--- src/rtl/cnn_layer_1_window_sched.sv ---
// Layer-1 window sequencer: walks kernel-window origins in raster order, one window in flight.
// Optional WAIT watchdog enabled by defining CNN_L1_SCHED_TIMEOUT_EN.
module cnn_layer_1_window_sched #(
  parameter int unsigned IMG_W   = 28,
  parameter int unsigned IMG_H   = 28,
  parameter int unsigned KERNEL  = 5,
  parameter int unsigned STRIDE  = 1,
  parameter int unsigned COORD_W = 5,
  parameter int unsigned ADDR_W  = 10,
  parameter int unsigned TIMEOUT = 255
) (
  input  logic               clk,
  input  logic               reset_n,
  input  logic               start,
  input  logic               abort,
  output logic               busy,
  output logic               done,
  output logic               err,
  output logic               win_req,
  input  logic               win_ack,
  output logic [COORD_W-1:0] win_x,
  output logic [COORD_W-1:0] win_y,
  output logic               eng_valid,
  input  logic               eng_result_valid,
  output logic               out_valid,
  input  logic               out_ready,
  output logic [ADDR_W-1:0]  out_addr
);

  localparam int unsigned OUT_W = (IMG_W - KERNEL) / STRIDE + 1;
  localparam int unsigned OUT_H = (IMG_H - KERNEL) / STRIDE + 1;

  localparam logic [COORD_W-1:0] XLast     = COORD_W'(OUT_W - 1);
  localparam logic [COORD_W-1:0] YLast     = COORD_W'(OUT_H - 1);
  localparam logic [COORD_W-1:0] CoordStep = COORD_W'(STRIDE);
  localparam logic [COORD_W-1:0] CoordOne  = COORD_W'(1);
  localparam logic [ADDR_W-1:0]  AddrOne   = ADDR_W'(1);

  // Elaboration-time sanity on the configuration.
  if (STRIDE < 1) begin : g_bad_stride
    $error("STRIDE must be at least 1");
  end
  if ((64'd1 << ADDR_W) < 64'(OUT_W * OUT_H)) begin : g_bad_addr_w
    $error("ADDR_W too narrow for OUT_W*OUT_H");
  end
  if (TIMEOUT < 1) begin : g_bad_timeout
    $error("TIMEOUT must be at least 1");
  end

  typedef enum logic [2:0] {
    StIdle,
    StFetch,
    StIssue,
    StWait,
    StWrite,
    StNext,
    StDone
  } state_e;

  state_e             state_q, state_d;
  logic [COORD_W-1:0] x_idx_q, x_idx_d;
  logic [COORD_W-1:0] y_idx_q, y_idx_d;
  logic [COORD_W-1:0] win_x_q, win_x_d;
  logic [COORD_W-1:0] win_y_q, win_y_d;
  logic [ADDR_W-1:0]  out_addr_q, out_addr_d;

`ifdef CNN_L1_SCHED_TIMEOUT_EN
  localparam int unsigned WAIT_W = (TIMEOUT > 1) ? $clog2(TIMEOUT) : 1;
  localparam logic [WAIT_W-1:0] WaitLast = WAIT_W'(TIMEOUT - 1);

  logic              err_q, err_d;
  logic [WAIT_W-1:0] wait_cnt_q, wait_cnt_d;
`endif

  always_ff @(posedge clk or negedge reset_n) begin
    if (!reset_n) begin
      state_q    <= StIdle;
      x_idx_q    <= '0;
      y_idx_q    <= '0;
      win_x_q    <= '0;
      win_y_q    <= '0;
      out_addr_q <= '0;
`ifdef CNN_L1_SCHED_TIMEOUT_EN
      err_q      <= 1'b0;
      wait_cnt_q <= '0;
`endif
    end else begin
      state_q    <= state_d;
      x_idx_q    <= x_idx_d;
      y_idx_q    <= y_idx_d;
      win_x_q    <= win_x_d;
      win_y_q    <= win_y_d;
      out_addr_q <= out_addr_d;
`ifdef CNN_L1_SCHED_TIMEOUT_EN
      err_q      <= err_d;
      wait_cnt_q <= wait_cnt_d;
`endif
    end
  end

  always_comb begin
    state_d    = state_q;
    x_idx_d    = x_idx_q;
    y_idx_d    = y_idx_q;
    win_x_d    = win_x_q;
    win_y_d    = win_y_q;
    out_addr_d = out_addr_q;
`ifdef CNN_L1_SCHED_TIMEOUT_EN
    err_d      = err_q;
    // Counter only advances while waiting; any other state parks it at zero.
    wait_cnt_d = '0;
`endif

    if (abort && (state_q != StIdle)) begin
      state_d = StIdle;
    end else begin
      unique case (state_q)
        StIdle: begin
          if (start) begin
            state_d    = StFetch;
            x_idx_d    = '0;
            y_idx_d    = '0;
            win_x_d    = '0;
            win_y_d    = '0;
            out_addr_d = '0;
`ifdef CNN_L1_SCHED_TIMEOUT_EN
            err_d      = 1'b0;
`endif
          end
        end
        StFetch: begin
          if (win_ack) state_d = StIssue;
        end
        StIssue: begin
          state_d = StWait;
        end
        StWait: begin
          if (eng_result_valid) begin
            state_d = StWrite;
`ifdef CNN_L1_SCHED_TIMEOUT_EN
          end else if (wait_cnt_q == WaitLast) begin
            err_d   = 1'b1;
            state_d = StDone;
          end else begin
            wait_cnt_d = wait_cnt_q + WAIT_W'(1);
`endif
          end
        end
        StWrite: begin
          if (out_ready) state_d = StNext;
        end
        StNext: begin
          // Origins tracked by stride-step adders so no multiplier is needed.
          if (x_idx_q < XLast) begin
            x_idx_d    = x_idx_q + CoordOne;
            win_x_d    = win_x_q + CoordStep;
            out_addr_d = out_addr_q + AddrOne;
            state_d    = StFetch;
          end else if (y_idx_q < YLast) begin
            x_idx_d    = '0;
            win_x_d    = '0;
            y_idx_d    = y_idx_q + CoordOne;
            win_y_d    = win_y_q + CoordStep;
            out_addr_d = out_addr_q + AddrOne;
            state_d    = StFetch;
          end else begin
            state_d = StDone;
          end
        end
        StDone: begin
          state_d = StIdle;
        end
        default: begin
          state_d = StIdle;
        end
      endcase
    end
  end

  assign busy      = (state_q != StIdle);
  assign done      = (state_q == StDone);
  assign win_req   = (state_q == StFetch);
  assign eng_valid = (state_q == StIssue);
  assign out_valid = (state_q == StWrite);
  assign win_x     = win_x_q;
  assign win_y     = win_y_q;
  assign out_addr  = out_addr_q;

`ifdef CNN_L1_SCHED_TIMEOUT_EN
  assign err = err_q;
`else
  assign err = 1'b0;
`endif

endmodule

--- config.mk ---
export PLATFORM = sky130hd
export DESIGN_NAME = cnn_layer_1_window_sched
export DESIGN_NICKNAME = d
export VERILOG_FILES = /design/src/rtl/cnn_layer_1_window_sched.sv
export SDC_FILE = /design/constraint.sdc
export NUM_CORES = 1
export LEC_CHECK = 0
export BUFFER_PORTS_ARGS = -buffer_cell sky130_fd_sc_hd__buf_2
export CORE_MARGIN = 1.5
export CORE_UTILIZATION = 50
export DETAILED_ROUTE_END_ITERATION = 10
export PLACE_DENSITY = 0.79
export SLEW_MARGIN = 20
export SYNTH_ARGS = -nofsm -noshare
export SYNTH_HDL_FRONTEND = slang
export SYNTH_SLANG_ARGS = --single-unit
--- constraint.sdc ---
create_clock -name clk -period 4.8 [get_ports clk]
set_input_delay 0 -clock clk [delete_from_list [all_inputs] [get_ports clk]]
set_output_delay 0 -clock clk [all_outputs]
set_load 0.03 [all_outputs]
=== Word level (Yosys, flattened, before mapping) ===
Index checks and enable logic that the tools add are counted.

* Output and inout port bits: 26
* Flip-flop bits (word level): 33

* Equality and inequality tests: 14
* $add $sub $neg: 5
* Bitwise operators: 1
* Reduce and logical (&&, ||, !) cells: 7
* Order comparisons: 2
* Multiplexer cells: 24

{| class="wikitable"
|+ Operator list
! operator !! number
|-
| two-way mux 5 bit || 8
|-
| one-hot mux 5 bit (2 select lines) || 4
|-
| two-way mux 10 bit || 3
|-
| two-way mux 3 bit || 7
|-
| adder 5 x 1 -> 5 bit (second input constant) || 4
|-
| one-hot mux 10 bit (2 select lines) || 1
|-
| one-hot mux 3 bit (6 select lines) || 1
|-
| adder 10 x 1 -> 10 bit (second input constant) || 1
|-
| < comparator 5 bit (second input constant) || 2
|-
| == test 3 bit (second input constant) || 3
|-
| inequality test 3 bit (second input constant) || 3
|-
| AND reduction 4 bit || 2
|-
| == test 3 x 2 -> 1 bit (second input constant) || 2
|-
| inequality test 2 bit (second input constant) || 3
|-
| inequality test 3 x 1 -> 1 bit (second input constant) || 2
|-
| AND reduction 5 bit || 1
|-
| == test 3 x 1 -> 1 bit (second input constant) || 1
|-
| zero test 3 bit || 1
|-
| nonzero test 3 bit || 1
|-
| nonzero test 2 bit || 1
|-
| logical AND 1 bit || 1
|-
| NOT 1 bit || 1
|}

=== Logic depth before layout (Yosys ltp) ===
* Depth after elaboration: 5
* Mapped depth: 6
* Gate-level depth less buffers: 5

=== Worst setup path before layout ===
No wires, ideal clock.

* Path kind: reg-to-reg
* From: register state_q[1]
* To: register win_y_q[1], in the netlist win_y[1]
* Cell stages (with the launch flop): 6
* Arrival time: 1.589 ns
* Setup slack: 3.091 ns
* Path buffers: 1
* Cells stage by stage: dfrtp_1 or4b_1 clkbuf_1 nand2_1 nand2b_1 a22o_1

* Longest elaborated chain between the ends: 4
* Elaborated cells on any way between the ends: 11
* Classes of those cells: eq/ne: 4; mux: 1; bitwise: 1; reduce/logical: 5

{| class="wikitable"
|+ Ends and longest elaborated chain
! what !! line !! RTL
|-
| start: declaration || 60 || <nowiki>state_e state_q, state_d;</nowiki>
|-
| start signal: assignment || 77 || <nowiki>state_q <= StIdle;</nowiki>
|-
| start signal: assignment || 88 || <nowiki>state_q <= state_d;</nowiki>
|-
| branches (longest 4 deep; another with AND reduction 5 bit) || -- ||
|-
| end signal: assignment || 92 || <nowiki>win_y_q <= win_y_d;</nowiki>
|-
| end: declaration || 64 || <nowiki>logic [COORD_W-1:0] win_y_q, win_y_d;</nowiki>
|}

Several ways; the timed one is not identified.
A chain may end at the register's enable or synchronous reset.

=== Final worst setup path ===
* From: register state_q[1]
* To: register x_idx_q[4]

* Longest elaborated chain between the ends: 4
* Elaborated cells on any way between the ends: 10
* Classes of those cells: eq/ne: 3; mux: 1; bitwise: 1; reduce/logical: 5

{| class="wikitable"
|+ Ends and longest elaborated chain
! what !! line !! RTL
|-
| branches (longest 4 deep; another with AND reduction 4 bit) || -- ||
|-
| end signal: assignment || 89 || <nowiki>x_idx_q <= x_idx_d;</nowiki>
|-
| end: declaration || 61 || <nowiki>logic [COORD_W-1:0] x_idx_q, x_idx_d;</nowiki>
|}

Several ways; the timed one is not identified.

==> metrics <==
outcome=finished clean; synth cell count leaders=dfrtp_1 (33), o21ai_0 (30), nand2_1 (17); cells along the critical path=nand3b_2 -> a41oi_1 -> nand2b_1 -> a21boi_0; DP Wirelength=3110 um; share of the synthesized area in the top cell type=approximately two fifths; fin area=2260 um2; Crit path max-delay family=compound AO/OA/AOI/OAI gates; All-Layer GR Usage=roughly a quarter; fin nets=between 200 and 300; worst hold path type=in2reg; CTS clk-pin slew, worst paths=70 ps; Worst Setup Path Type=reg2reg; clk_skew=10.2 ps; first-pass GRT wire length=~8000 um; DRC violations left=0; top_reg_cell synth=dfrtp_1; CTS sink count=33; routed vias=around 1800; share of layout cells above drive strength 1=between 20 and 25%; P_sw=around 0.00026 W; ant diodes=0; Util after Layout=roughly three fifths; final setup TNS=0 ps; Setup WS pre-CTS=around 2100 ps; Final setup viols=0; Syn Nets=~220; Slew HR=between 40% and 50%; Clock power frac=between 20% and 30%; Fmax=between 0.4 and 0.5 GHz; CTS tree=done; Tot Pwr=0.000702 W; sequential power share=45.0%; routability congestion estimate=roughly 0.86; post-route ant nets=0; row count=22; Seq/Total Area, Yosys=41.9%; Synth Instances=211; Int Pwr=between 0.0004 and 0.0005 W; setup slack, reg-to-reg=~2500 ps; clk_lat worst skew=slightly below 300 ps; Slowest Stage Delay on Critical Path=approximately 730 ps; vias per inst=roughly 6.3; clk root buf=clkbuf_8; Peak VDD IR=0.226 mV; RSZ-0062 raised after global routing=false; min-delay src=eng_result_valid; Slew Limit Fails=0; synth top area cells=dfrtp_1 (42%), o21ai_0 (7.6%), nand2_1 (3.2%), ha_1 (3.2%), a21oi_1 (3.0%); Avg Inst Size Synth=approximately 9.4 um2; Tightest Pin Transition=845 ps; Buf/Inv on CP=0; FFs w/ async S/R, synth=between 90% and 100%; Worst R2R Start=state_q[1]; Ys Warns=0; Overflow after GRT=0; critical path required time=approximately 5000 ps; final worst slack=between 2000 and 2500 ps; die width=65.8 um; crit path DAT=about 2500 ps; min Tclk post-route=roughly 2300 ps; Starting Density=between 50 and 60%; number of port buffers=31; Die Ht=~66 um; top-count cell post-synth=dfrtp_1; Placed Area=~2100 um2; Worst Setup End Kind=register; Final Cycle Share=48.3%; vias in the first global route=between 1500 and 2000; clk buf depth=2; Gate power share=approximately a quarter; Num CTS Buffers=5; crit path launch=state_q[1]; EDFF count, synth=0; H-tree depth=2; largest net degree at the start of global routing=34; Power Density=about 310 nW/um2; Switching Share=a little under two fifths; Post-Syn Area=~2000 um2; Final Hold Viols=0; final WL=about 4600 um; die area=about 4300 um2; CORE AREA=3720 um2; largest area contributor in the synthesized netlist=dfrtp_1; drt first pass iters=4; antenna violations before repair=0; Synth Register Bits=33; Max-cap violations=0; crit-path max FO=16; Filler cells=333; synth unique cells=49; Ports=33; CP max stage cell=a41oi_1; 1st-iter DRT viols=roughly 200; Static Leakage=approximately 1.0 nW; Routed WL per cell=between 15 and 20 um; Area Growth Syn to Fin=14.3%; Startpoint Class=register
==> cells by family after synthesis <==
logic type | count (synthesis) | share of synthesized area, %
compound gates | 80 | 27.1
simple gates | 76 | 23.7
flops | 33 | 41.9
buf+inv | 16 | 3.99
fa+ha+maj | 5 | 3.17
other cells | 1 | 0.190
==> worst min-delay path, cell delays in order <==
cell and delay [ps]:
buf_2 90, a211o_1 100, o21ai_0 70
==> layout make-up <==
cell class                 instances  area (um2)  area share (%)
inverter                           3        11.3           0.499
multi-input combinational        162        1070            47.4
timing repair buffer              36         204            9.04
tap                               48        60.1            2.66
clock buffer                       5        68.8            3.05
clock inverter                     3        17.5           0.776
sequential                        33         826            36.6
==> placed cells by master, fill, tap and decap left out, types with 5 or more instances in the layout <==
| master | n |
|---|---|
| clkbuf_8 | 5 |
| dfrtp_1 | 33 |
| o2111ai_1 | 5 |
| nand2_1 | 17 |
| or4_1 | 7 |
| nand4_1 | 8 |
| ha_1 | 5 |
| o21ai_0 | 30 |
| nor2_1 | 8 |
| or3_1 | 9 |
| nand3_1 | 7 |
| buf_2 | 31 |
| a21oi_1 | 12 |
==> stage by stage <==
step	cells	hold slack, ps
finish	290	32.1
global route	290	33.1
CTS	289	27.9
detailed placement	278	98.2
global placement	278	104
floorplan	211	-296
==> registers in the layout, summed over array words and instances, names as in the netlist <==
name / flops
state_q: 3
win_x: 5
out_addr: 10
win_y: 5
x_idx_q: 5
y_idx_q: 5
==> metal layers <==
layer / routed length, um / global-route usage, % / vias up / share of wire, %
li1: - / - / 883 / -
met4: 70 / 9.38 / 0 / 1.5
met2: 2060 / 36.1 / 53 / 45
met3: 261 / 5.62 / 8 / 5.7
met1: 2210 / 34.5 / 892 / 48
met5: 0 / 0 / - / 0
==> path summary, 6_finish.rpt <==
| kind | endpoint | cells after the start |
|---|---|---|
| worst max-delay path | x_idx_q[4] | 4 |
| worst min-delay path | state_q[1] | 3 |
| worst max register to register | x_idx_q[4] | 4 |
| worst min register to register | win_x[4] | 2 |
| max in group asynchronous | state_q[0] | 2 |
| min in group asynchronous | win_y[4] | 2 |
==> power groups by stage <==
stage                     combinational, W  sequential (W)  clock [W]
after floorplan                   0.000150        0.000305          0
after global placement            0.000172        0.000318          0
after detailed placement          0.000173        0.000320          0
after CTS                         0.000177        0.000315   0.000211
after global routing              0.000200        0.000319   0.000222
final                             0.000183        0.000316   0.000203
==> timing repair <==
action                                 in CTS  in global routing
endpoints found under the hold margin      35                  0
setup buffers                               0                  0
hold buffers                                3                  0
gates resized for setup                     0                  0
No activity file was read; power rests on OpenSTA's default activity.
